<file path="src/rtl/uart_tx_fifo.sv">
// Byte FIFO feeding a UART transmitter: launches one byte per tx_start and waits for tx_busy to acknowledge and then finish it.
// Latency: a write into an empty FIFO with an idle transmitter gives tx_start two edges later. A write to a full FIFO is dropped and reported on overflow.
module uart_tx_fifo #(
    parameter int DEPTH       = 16,
    parameter int ACK_TIMEOUT = 4
) (
    input  logic                       clk,
    input  logic                       rst_n,
    input  logic [7:0]                 wr_data,
    input  logic                       wr_en,
    output logic                       full,
    output logic                       empty,
    output logic [$clog2(DEPTH):0]     count,
    output logic                       overflow,
    output logic                       ack_err,
    output logic [7:0]                 tx_data,
    output logic                       tx_start,
    input  logic                       tx_busy
);
    localparam int AW = $clog2(DEPTH);
    localparam int CW = AW + 1;
    localparam int TW = $clog2(ACK_TIMEOUT + 1);

    localparam logic [CW-1:0] FULL_CNT = CW'(DEPTH);
    localparam logic [TW-1:0] TMO_VAL  = TW'(ACK_TIMEOUT);

    localparam logic [1:0] S_IDLE      = 2'd0;
    localparam logic [1:0] S_LAUNCH    = 2'd1;
    localparam logic [1:0] S_WAIT_ACK  = 2'd2;
    localparam logic [1:0] S_WAIT_DONE = 2'd3;

    logic [7:0]    r_mem [DEPTH];
    logic [AW-1:0] r_wptr;
    logic [AW-1:0] r_rptr;
    logic [CW-1:0] r_count;
    logic [7:0]    r_tx_data;
    logic          r_overflow;
    logic          r_ack_err;
    logic [1:0]    r_state;
    logic [TW-1:0] r_timer;

    logic          w_full;
    logic          w_empty;
    logic          w_wr;
    logic          w_pop;
    logic          w_timeout;
    logic [TW-1:0] w_timer_inc;
    logic [1:0]    w_state_nxt;

    // full is taken from the pre-edge count, so a pop in the same edge never frees room for a write
    assign w_full      = (r_count == FULL_CNT);
    assign w_empty     = (r_count == '0);
    assign w_wr        = wr_en & ~w_full;
    assign w_pop       = (r_state == S_IDLE) & ~w_empty & ~tx_busy;
    assign w_timer_inc = r_timer + 1'b1;
    assign w_timeout   = (r_state == S_WAIT_ACK) & ~tx_busy & (w_timer_inc == TMO_VAL);

    always_ff @(posedge clk) begin
        if (w_wr) begin
            r_mem[r_wptr] <= wr_data;
        end
    end

    always_ff @(posedge clk or negedge rst_n) begin
        if (!rst_n) begin
            r_wptr     <= '0;
            r_rptr     <= '0;
            r_count    <= '0;
            r_tx_data  <= 8'h00;
            r_overflow <= 1'b0;
            r_ack_err  <= 1'b0;
        end else begin
            if (w_wr) begin
                r_wptr <= r_wptr + 1'b1;
            end
            if (w_pop) begin
                r_rptr    <= r_rptr + 1'b1;
                r_tx_data <= r_mem[r_rptr];
            end
            case ({w_wr, w_pop})
                2'b10:   r_count <= r_count + 1'b1;
                2'b01:   r_count <= r_count - 1'b1;
                default: r_count <= r_count;
            endcase
            r_overflow <= wr_en & w_full;
            r_ack_err  <= w_timeout;
        end
    end

    always_comb begin
        w_state_nxt = r_state;
        case (r_state)
            S_IDLE:      if (w_pop) w_state_nxt = S_LAUNCH;
            S_LAUNCH:    w_state_nxt = S_WAIT_ACK;
            S_WAIT_ACK: begin
                if (tx_busy) begin
                    w_state_nxt = S_WAIT_DONE;
                end else if (w_timeout) begin
                    w_state_nxt = S_IDLE;
                end
            end
            S_WAIT_DONE: if (!tx_busy) w_state_nxt = S_IDLE;
            default:     w_state_nxt = S_IDLE;
        endcase
    end

    always_ff @(posedge clk or negedge rst_n) begin
        if (!rst_n) begin
            r_state <= S_IDLE;
            r_timer <= '0;
        end else begin
            r_state <= w_state_nxt;
            if (r_state == S_LAUNCH) begin
                r_timer <= '0;
            end else if ((r_state == S_WAIT_ACK) && !tx_busy) begin
                r_timer <= w_timer_inc;
            end
        end
    end

    assign full     = w_full;
    assign empty    = w_empty;
    assign count    = r_count;
    assign overflow = r_overflow;
    assign ack_err  = r_ack_err;
    assign tx_data  = r_tx_data;
    assign tx_start = (r_state == S_LAUNCH);
endmodule

</file>
<file path="config.mk">
export PLATFORM = sky130hd
export DESIGN_NAME = uart_tx_fifo
export DESIGN_NICKNAME = d
export VERILOG_FILES = /design/src/rtl/uart_tx_fifo.sv
export SDC_FILE = /design/constraint.sdc
export NUM_CORES = 1
export LEC_CHECK = 0
export ABC_AREA = 1
export CORE_UTILIZATION = 46
export DETAILED_ROUTE_END_ITERATION = 7
export GPL_ROUTABILITY_DRIVEN = 0
export HOLD_SLACK_MARGIN = 0.03
export PLACE_DENSITY = 0.69
export RECOVER_POWER = 25
export SLEW_MARGIN = 10
export SYNTH_ARGS = -nofsm -noshare
export SYNTH_HDL_FRONTEND = slang
export SYNTH_SLANG_ARGS = --single-unit
</file>
<file path="constraint.sdc">
create_clock -name clk -period 3.1 [get_ports clk]
set_input_delay 0.465 -clock clk [delete_from_list [all_inputs] [get_ports clk]]
set_output_delay 0.465 -clock clk [all_outputs]
set_load 0.01 [all_outputs]
</file>
Word level (Yosys, flattened, before mapping)
Memory sizes are Yosys's and may differ from the RTL's. A register that Yosys moved wholly into a read port is not among the register bits.
Index checks and enable logic that the tools add are counted.
{ "classes": {"add_sub_neg": 5, "eq_ne": 10, "mux": 10, "bitwise": 9, "reduce_logical": 8} }
{ "op_table": {"columns": ["operator", "n"], "rows": [
  ["5-bit one-hot mux with 2 select lines", 1],
  ["4-bit by 1-bit adder with 4-bit output (second input constant)", 2],
  ["2-bit 2-to-1 mux", 4],
  ["2-bit one-hot mux with 4 select lines", 1],
  ["1-bit bitwise AND", 6],
  ["2-bit equality test (second input constant)", 3],
  ["3-bit 2-to-1 mux", 2],
  ["5-bit by 1-bit adder with 5-bit output (second input constant)", 1],
  ["5-bit equality test (second input constant)", 1],
  ["5-bit zero test", 1],
  ["5-bit by 1-bit subtractor with 5-bit output (second input constant)", 1],
  ["2-bit by 1-bit equality test with 1-bit output (second input constant)", 2],
  ["2-bit inequality test (second input constant)", 2],
  ["2-bit nonzero test", 2],
  ["3-bit by 1-bit adder with 3-bit output (second input constant)", 1],
  ["3-bit equality test (second input constant)", 1],
  ["3-bit inequality test (second input constant)", 1],
  ["1-bit inverter", 3],
  ["3-bit AND reduction", 1],
  ["1-bit zero test", 2],
  ["2-bit zero test", 1],
  ["1-bit 2-to-1 mux", 2],
  ["1-bit logical AND", 1]
]} }
{ "totals": {"regBits": 20, "ramBits": 128, "inputBits": 12, "output_inout_bits": 18, "wordCells": 50, "memories": 1} }
{ "memory_table": {"columns": ["name", "words", "word_bits", "read_ports", "rd_clocked_by_memory_dff", "wr", "line", "source"], "rows": [
  ["r_mem", 16, 8, 1, 1, 1, "32", "logic [7:0] r_mem [DEPTH];"]
]} }

Longest topological paths before layout
Gate-level depths: netlist of run 1.
{ "logic_depth": {"depth_word": 6, "mapped_depth": 17, "mapped_depth_nobuf": 16} }

Worst setup path before layout of run 1
OpenSTA, ideal clock, no wires.
{ "synth_path": {"path_type": "reg-to-reg", "startpoint": "register r_count[2] (netlist: count[2])", "endpoint": "register r_count[4] (netlist: count[4])", "arrival_ps": 2316, "required_ps": 2983, "slack_ps": 668, "stages_incl_launch_ff": 17, "path_buffers": 1, "period_less_slack_ps": 2432, "cell_sequence": "dfrtp_1 > nor2_1 > nand2_1 > nor2_1 > inv_2 > nand2_4 > buf_4 > ha_1 > inv_1 > fa_1 > inv_1 > nand2_1 > nand2_1 > a21oi_1 > xor2_1 > nand2_1 > nand2_1"} }
{ "synth_via": {"elab_cells_between_ends": 13, "cone_classes": "add/sub: 2; eq/ne: 3; mux: 1; bitwise: 5; reduce/logical: 2"} }
{ "synth_rtl": {"columns": ["item", "line", "source"], "rows": [
  ["from (decl)", "35", "logic [CW-1:0] r_count;"],
  ["from (signal assigned)", "81", "2'b10: r_count <= r_count + 1'b1;"],
  ["from (signal assigned)", "82", "2'b01: r_count <= r_count - 1'b1;"],
  ["from (signal assigned)", "83", "default: r_count <= r_count;"],
  ["5-bit equality test *", "51", "assign w_full = (r_count == FULL_CNT);"],
  ["named net full", "11", "output logic full,"],
  ["1-bit inverter *", "53", "assign w_wr = wr_en & ~w_full;"],
  ["1-bit bitwise AND *", "53", null],
  ["2-bit by 1-bit equality test with 1-bit output / 2-bit equality test (equally long branches)", "80", "case ({w_wr, w_pop})"],
  ["5-bit one-hot mux with 2 select lines / 2-bit nonzero test (equally long branches)", null, null]
]} }
Mark *: on every way through the listed nets, which the timed path passes. The rest lies on a longest branch.
A chain may end at the register's enable or synchronous reset.

Final worst setup path of run 1
{ "layout_path": {"startpoint": "register r_count[2] (netlist: count[2])", "endpoint": "register r_count[4] (netlist: count[4])"} }
{ "layout_via": {"elab_chain_len": 6, "elab_cells_between_ends": 13, "cone_classes": "add/sub: 2; eq/ne: 3; mux: 1; bitwise: 5; reduce/logical: 2"} }
{ "layout_rtl": {"columns": ["item", "line", "source"], "rows": [
  ["5-bit zero test", "52", "assign w_empty = (r_count == '0);"],
  ["1-bit inverter", "54", "assign w_pop = (r_state == S_IDLE) & ~w_empty & ~tx_busy;"],
  ["1-bit bitwise AND (2 in a row)", "54", null],
  ["2-bit by 1-bit equality test with 1-bit output / 2-bit equality test (equally long branches)", "80", null],
  ["5-bit one-hot mux with 2 select lines / 2-bit nonzero test (equally long branches)", null, null]
]} }
Several ways; a longest one is shown, not always the timed one.

==> results of run 1 <==
worst max-delay path by stage:
stage	endpoint
6_report	count[4]$_DFFE_PN0P_
5_1_grt	count[4]$_DFFE_PN0P_
3_3_place_gp	count[4]$_DFFE_PN0P_
3_5_place_dp	count[4]$_DFFE_PN0P_
2_1_floorplan	count[4]$_DFFE_PN0P_
4_1_cts	count[4]$_DFFE_PN0P_
synth_stat cells, drive strengths merged, types with 2 or more instances:
cell type and number:
ha 11, edfxtp 128, xor2 7, a21oi 2, nor3 13, clkbuf 4, dfrtp 28, nand3 100
inv 128, nor2 16, buf 24, nand2 224, xnor2 2, o21ai 8
flip-flops by register name, summed over array words and instances, names as in the netlist:
signal    cells
overflow      1
tx_data       8
count         5
ack_err       1
r_timer       3
r_state       2
r_wptr        4
r_mem       128
r_rptr        4
per-layer routing:
layer / routed length [um] / part of all wire
met5: 0 / 0
met3: 1190 / 0.076
met4: 470 / 0.030
met1: 6710 / 0.43
met2: 7350 / 0.47
stage by stage:
step           utilization  hold WS [ns]
2_1_floorplan            -         0.169
3_3_place_gp         0.512         0.464
4_1_cts              0.555         0.437
6_report             0.554         0.480
3_5_place_dp         0.512         0.466
5_1_grt              0.554         0.502
power by group:
part	switching (W)	internal (W)	total [W]
registers	0.000233	0.00260	0.00283
logic	0.00170	0.000888	0.00259
clock network	0.000830	0.00135	0.00218
layout make-up:
type	count	share of cell area
clock buffer	18	0.0527
tap	184	0.0283
sequential	156	0.558
inverter	129	0.0594
timing repair buffer	49	0.0551
multi-input combinational	389	0.223
clock inverter	14	0.0236
logic make-up after synthesis:
family                   Yosys count  synth area share
XOR/XNOR                           9            0.0123
AND/OR/NAND/NOR                  354             0.213
adder cells (fa/ha/maj)           12            0.0225
buffers and inverters            157            0.0941
AO/OA/AOI/OAI                     14            0.0114
flip-flops                       156             0.647
==> out/summary.log, run 1 <==
INFO  clocking       clockBufferDepth=2
INFO  setup_path     crit_arrival=2.84ns
INFO  cells_and_area fin_nets=766
INFO  setup_path     worst_path_largest_cell_delay=0.41ns
INFO  sta            final_max_slew_viol_count=0
INFO  power_and_ir_drop total_power_per_unit_cell_area=933nW/um2
INFO  synthesis      synth_seq_cells=156
INFO  grt            grt_start_max_net_pins=51
INFO  floorplanning  core.rowCount=44
INFO  placement      post_dp_cell_area=7530um2
INFO  drt            drt-vias-per-instance=5.20
INFO  sta            worstMarginPinSlew=1.19ns
INFO  cells_and_area nFillCells=1202
INFO  synthesis      synth_largest_area_cell=sky130_fd_sc_hd__edfxtp_1
INFO  clocking       post_cts_setup_repair_buffer_count=0
INFO  synthesis      synth_enable_flop_cells=128
INFO  setup_path     cp_common_cell=sky130_fd_sc_hd__nand2_1
INFO  cells_and_area final_cell_mix=sky130_fd_sc_hd__nand2_1, sky130_fd_sc_hd__edfxtp_1, sky130_fd_sc_hd__inv_1
INFO  clocking       cts.repair.resized=0
INFO  synthesis      synth_cells=702
INFO  synthesis      postSynth.topFlopCell=sky130_fd_sc_hd__edfxtp_1
INFO  placement      port-buffer-count=29
INFO  clocking       ctsHoldBuffers=0
INFO  setup_path     crit_path_start_kind=flop
INFO  sta            layout_worst_path_cycle_share=0.813
INFO  floorplanning  initial_utilization=0.478
INFO  clocking       library_cell_used_as_clock_root_buffer=sky130_fd_sc_hd__clkbuf_16
INFO  power_and_ir_drop fin_total_pwr=0.00760W
INFO  setup_path     worst-setup-path-type=flop to flop
INFO  setup_path     worst_ep_required_time=3.42ns
INFO  power_and_ir_drop largest_vdd_supply_drop=0.443mV
INFO  placement      dp_hpwl=10100um
INFO  floorplanning  io_pins=30
INFO  setup_path     timing.critical_path.depth=15
INFO  cells_and_area layout-drive-gt1-share=0.0742
INFO  sta            finalHoldViolations=0
INFO  setup_path     cpLargestDelayFamily=simple AND/OR/NAND/NOR gates
INFO  synthesis      synth_top_area_frac=0.547
INFO  grt            antenna_found_initial=0
INFO  clocking       tritoncts=built
INFO  sta            final_total_negative_setup_slack=0ns
INFO  setup_path     worst-r2r-setup-slack=0.58ns
INFO  grt            grt_first_pass_wirelength=25400um
INFO  clocking       cts.reportedPaths.clkPinSlew=0.06ns
INFO  grt            gr-max-usage-layer=met2
INFO  sta            clock_skew=0.00735ns
INFO  floorplanning  die_area=15800um2
INFO  cells_and_area multi_input_comb_area=1820um2
INFO  setup_path     setup.worst_path.end_class=flop
INFO  drt            wire_per_inst=16.7um
INFO  cells_and_area layout_commonest_cell=sky130_fd_sc_hd__nand2_1
INFO  setup_path     crit_path_max_fanout=15
INFO  sta            period_minus_slack=2.52ns
INFO  setup_path     r2r.worst_path.cells=15
INFO  power_and_ir_drop total_leakage_power=3.61nW
INFO  run_status     failed_checks=DRC
INFO  sta            timing.final.ws_setup=0.579ns
INFO  grt            grtUsageMet1=0.280
INFO  setup_path     rr_startpoint=count[2]$_DFFE_PN0P_
INFO  flow_run       maxCapViolations=0
INFO  hold_path      hp-class=input pin to async pin
INFO  synthesis      synthesis_warning_total=0
INFO  synthesis      synthDistinctLibCells=28
INFO  grt            grtUsageMet2=0.336
INFO  grt            grt_overall_usage=0.216
INFO  sta            timing.final.setup_violations=0
INFO  synthesis      synth.net_count=726
INFO  drt            dr.first_iter.drc_count=530
INFO  floorplanning  die_h=126um
INFO  cells_and_area stdcell_count=939
INFO  drt            drt_drc_violations_left=1
INFO  run_status     outcome=complete, but fails checks
INFO  synthesis      synthArstFlopShare=0.179
INFO  cells_and_area area_delta_synth_final=16.0%
INFO  drt            drt_first_pass_iters=7
INFO  clocking       clk-insertion-delay-late=0.43ns
INFO  cells_and_area stdcell_area=8150um2
INFO  synthesis      post_synth_instance_area=7020um2
INFO  setup_path     crit_start=count[2]$_DFFE_PN0P_
INFO  setup_path     timing.rr.end=count[4]$_DFFE_PN0P_
INFO  sta            rsz0062_at_grt=false
INFO  cells_and_area antennaDiodeCount=0
INFO  setup_path     critical_path.cell_chain=nor2_1, nand2_1, nor2_1, inv_1, nand2_4, ha_1, inv_1, fa_1, inv_1, nand2_1, nand2_1, a21oi_1, xor2_1, nand2_1, nand2_1
INFO  clocking       cts_buffers=17
INFO  grt            gr-total-overflow=0
INFO  drt            final_antenna_net_count=0
INFO  setup_path     critical_path.slowest_cell=sky130_fd_sc_hd__dfrtp_1
INFO  synthesis      synth.avg_cell_area=10.0um2
INFO  cells_and_area seq_area=4550um2
INFO  clocking       h-tree-depth=4
INFO  placement      pre_cts_slack=0.409ns
INFO  drt            routed_wirelength=15700um
INFO  clocking       tritoncts_num_sinks=156
INFO  setup_path     path_buf_inv=3
INFO  floorplanning  fp.dieW=126um
INFO  floorplanning  placeableCoreArea=14700um2
INFO  synthesis      netlist_top_cells_area=sky130_fd_sc_hd__edfxtp_1, sky130_fd_sc_hd__nand2_1, sky130_fd_sc_hd__dfrtp_1, sky130_fd_sc_hd__nand3_1, sky130_fd_sc_hd__inv_1
INFO  grt            grt_pass1_vias=4817
INFO  synthesis      synth_seq_area_share=0.647
INFO  sta            slew-limit-headroom=0.206
INFO  drt            via_total_after_detailed_routing=4883
INFO  sta            fmax=397MHz
INFO  grt            gr-usage-met3=0.0599
INFO  placement      place.detailed.instances=907
No activity file was read; power rests on OpenSTA's default activity.
==> run 2: changes to the inputs <==
- clock period: 3.1 -> 2.6 ns (I/O delays scaled with it)
==> out/summary.log, run 2 (synthesis gave the netlist of run 1 again) <==
INFO  run_status     outcome=complete, but fails checks
INFO  run_status     failed_checks=DRC, capacitance limit, slew limit
INFO  setup_path     crit_arrival=2.71ns [-0.13 ns]
INFO  floorplanning  fp.dieW=126um [unchanged]
INFO  drt            routed_wirelength=15500um [-1.5%]
INFO  clocking       post_cts_setup_repair_buffer_count=0 [unchanged]
INFO  flow_run       maxCapViolations=1 [+1]
INFO  setup_path     critical_path.slowest_cell=sky130_fd_sc_hd__dfrtp_1
INFO  sta            final_max_slew_viol_count=29 [+29]
INFO  cells_and_area area_delta_synth_final=16.3%
INFO  clocking       cts_buffers=17 [unchanged]
INFO  cells_and_area antennaDiodeCount=0 [unchanged]
INFO  drt            drt_first_pass_iters=7 [unchanged]
INFO  sta            layout_worst_path_cycle_share=0.918 [+0.105]
INFO  cells_and_area layout-drive-gt1-share=0.0840 [+0.00982]
INFO  sta            worstMarginPinSlew=1.62ns [+0.431 ns]
INFO  placement      place.detailed.instances=914 [+0.77%]
INFO  setup_path     rr_startpoint=count[3]$_DFFE_PN0P_
INFO  setup_path     r2r.worst_path.cells=15 [unchanged]
INFO  clocking       cts.reportedPaths.clkPinSlew=0.06ns [about the same]
INFO  hold_path      min-delay-start=tx_data[1]$_DFFE_PN0P_
INFO  power_and_ir_drop largest_vdd_supply_drop=0.557mV [+26%]
INFO  clocking       h-tree-depth=4 [unchanged]
INFO  sta            fmax=419MHz [+5.7%]
INFO  floorplanning  die_area=15800um2 [unchanged]
INFO  cells_and_area top_register=r_mem
INFO  clocking       cts.repair.resized=0 [unchanged]
INFO  clocking       tritoncts_num_sinks=156 [unchanged]
INFO  cells_and_area flip_flop_count_of_the_largest_register_after_layout=128 [unchanged]
INFO  sta            clock_skew=0.00611ns [-0.00124 ns]
INFO  cells_and_area finalCoreUtilization=0.555 [+0.00119]
INFO  clocking       library_cell_used_as_clock_root_buffer=sky130_fd_sc_hd__clkbuf_16
INFO  cells_and_area nFillCells=1211 [+0.75%]
INFO  floorplanning  core.rowCount=44 [unchanged]
INFO  grt            grt_overall_usage=0.210 [-0.00665]
INFO  setup_path     worst-setup-path-type=flop to flop
INFO  cells_and_area layout_commonest_cell=sky130_fd_sc_hd__nand2_1
INFO  placement      port-buffer-count=29 [unchanged]
INFO  grt            gr-total-overflow=0 [unchanged]
INFO  sta            final_total_negative_setup_slack=0ns [unchanged]
INFO  drt            via_total_after_detailed_routing=4808 [-1.5%]
INFO  setup_path     timing.rr.end=count[4]$_DFFE_PN0P_
INFO  cells_and_area final_cell_mix=sky130_fd_sc_hd__nand2_1, sky130_fd_sc_hd__edfxtp_1, sky130_fd_sc_hd__inv_1
INFO  drt            drt_drc_violations_left=1 [unchanged]
INFO  setup_path     worst_ep_required_time=2.92ns [-0.50 ns]
INFO  setup_path     crit_path_max_fanout=15 [unchanged]
INFO  grt            grt_pass1_vias=4708 [-2.3%]
INFO  hold_path      hp-class=flop to flop
INFO  floorplanning  placeableCoreArea=14700um2 [unchanged]
INFO  grt            grt_start_max_net_pins=67 [+31%]
INFO  drt            drt-vias-per-instance=5.08 [-2.3%]
INFO  clocking       ctsHoldBuffers=0 [unchanged]
INFO  clocking       clk-insertion-delay-late=0.43ns [about the same]
INFO  setup_path     critical_path.cell_chain=nor2_2, nand2_1, nor2_2, inv_2, nand2_4, ha_1, inv_1, fa_1, inv_1, nand2_1, nand2_1, a21oi_1, xor2_1, nand2_1, nand2_1
INFO  floorplanning  io_pins=30 [unchanged]
INFO  cells_and_area stdcell_count=946 [+0.75%]
INFO  floorplanning  initial_utilization=0.478 [unchanged]
INFO  power_and_ir_drop total_power_per_unit_cell_area=1090nW/um2 [+17%]
INFO  hold_path      hold_depth=2
INFO  sta            rsz0062_at_grt=false
INFO  sta            timing.final.setup_violations=0 [unchanged]
INFO  grt            antenna_found_initial=0 [unchanged]
INFO  setup_path     cp_common_cell=sky130_fd_sc_hd__nand2_1
INFO  sta            holdWs=0.480ns [-0.000364 ns]
INFO  placement      dp_hpwl=9890um [-2.2%]
INFO  setup_path     worst_path_largest_cell_delay=0.43ns [+0.02 ns]
INFO  clocking       tritoncts=built
INFO  drt            final_antenna_net_count=0 [unchanged]
INFO  clocking       clockBufferDepth=2 [unchanged]
INFO  sta            period_minus_slack=2.39ns [-0.135 ns]
INFO  setup_path     crit_path_start_kind=flop
INFO  sta            finalHoldViolations=0 [unchanged]
INFO  drt            dr.first_iter.drc_count=422 [-20%]
INFO  sta            slew-limit-headroom=-0.0803 [-0.286]
INFO  power_and_ir_drop total_leakage_power=3.63nW [+0.43%]
INFO  floorplanning  die_h=126um [unchanged]
INFO  setup_path     setup.worst_path.end_class=flop
INFO  hold_path      timing.hold.worst_endpoint=tx_data[1]$_DFFE_PN0P_
INFO  drt            wire_per_inst=16.4um [-2.2%]
INFO  setup_path     worst-r2r-setup-slack=0.21ns [-0.37 ns]
INFO  grt            grt_first_pass_wirelength=24600um [-2.9%]
INFO  cells_and_area fin_nets=773 [+0.91%]
[run 2: cell count changes in the layout (fill, tap and decap cells not counted), sizes merged]
cell,previous run,this run
buf,19,26
inv,130,128
clkinvlp,1,2
bufinv,4,3
clkinv,8,10
[run 2: worst max path at each step]
| stage | from | endpoint | slack, ns | depth (start not counted) |
|---|---|---|---|---|
| after floorplan | count[2]$_DFFE_PN0P_ | count[4]$_DFFE_PN0P_ | 0.17 | 16 |
| after global placement | tx_busy | count[4]$_DFFE_PN0P_ | 0.22 | 14 |
| after detailed placement | tx_busy | count[4]$_DFFE_PN0P_ | 0.13 | 14 |
| after CTS | count[2]$_DFFE_PN0P_ | count[4]$_DFFE_PN0P_ | 0.12 | 15 |
| after global routing | count[3]$_DFFE_PN0P_ | count[4]$_DFFE_PN0P_ | 0.02 | 15 |
| final | count[3]$_DFFE_PN0P_ | count[4]$_DFFE_PN0P_ | 0.21 | 15 |
[run 2: report_power, final]
| group | leakage, nW | switching [W] | internal (W) |
|---|---|---|---|
| Sequential | 1.50 | 0.000218 | 0.00310 |
| Combinational | 1.84 | 0.00207 | 0.00110 |
| Clock | 0.280 | 0.000953 | 0.00149 |
[run 2: area by class of cell]
class	instances	area, um2	share of cell area
tap	184	230	0.0282
sequential	156	4550	0.557
inverter	129	484	0.0593
timing repair buffer	56	502	0.0614
clock buffer	18	429	0.0526
multi-input combinational	389	1820	0.223
clock inverter	14	153	0.0187
[run 2: per-layer routing]
metal  up-vias  track usage  wire [um]
li1       2331            -          -
met1      2288        0.275       6770
met2       161        0.337       7420
met3        28       0.0492        981
met4         0       0.0854        321
met5         -            0          0
[run 2: stage by stage]
stage | total power (W) | instance area, um2 | worst slack, ns
floorplan | 0.00547 | 7020 | 0.168
global placement | 0.00637 | 7580 | 0.224
detailed placement | 0.00649 | 7580 | 0.126
CTS | 0.00894 | 8160 | 0.116
global route | 0.00943 | 8170 | 0.0161
finish | 0.00893 | 8170 | 0.214
[run 2: worst max-delay path, delay by kind of cell, from the launching register on]
family | cells | cell delay (ns)
and+or+nand+nor | 8 | 0.83
adders and majority gates | 2 | 0.58
buffers and inverters | 3 | 0.19
AOI/OAI and AO/OA | 1 | 0.09
DFF | 1 | 0.43
xor gates and xnor gates | 1 | 0.16
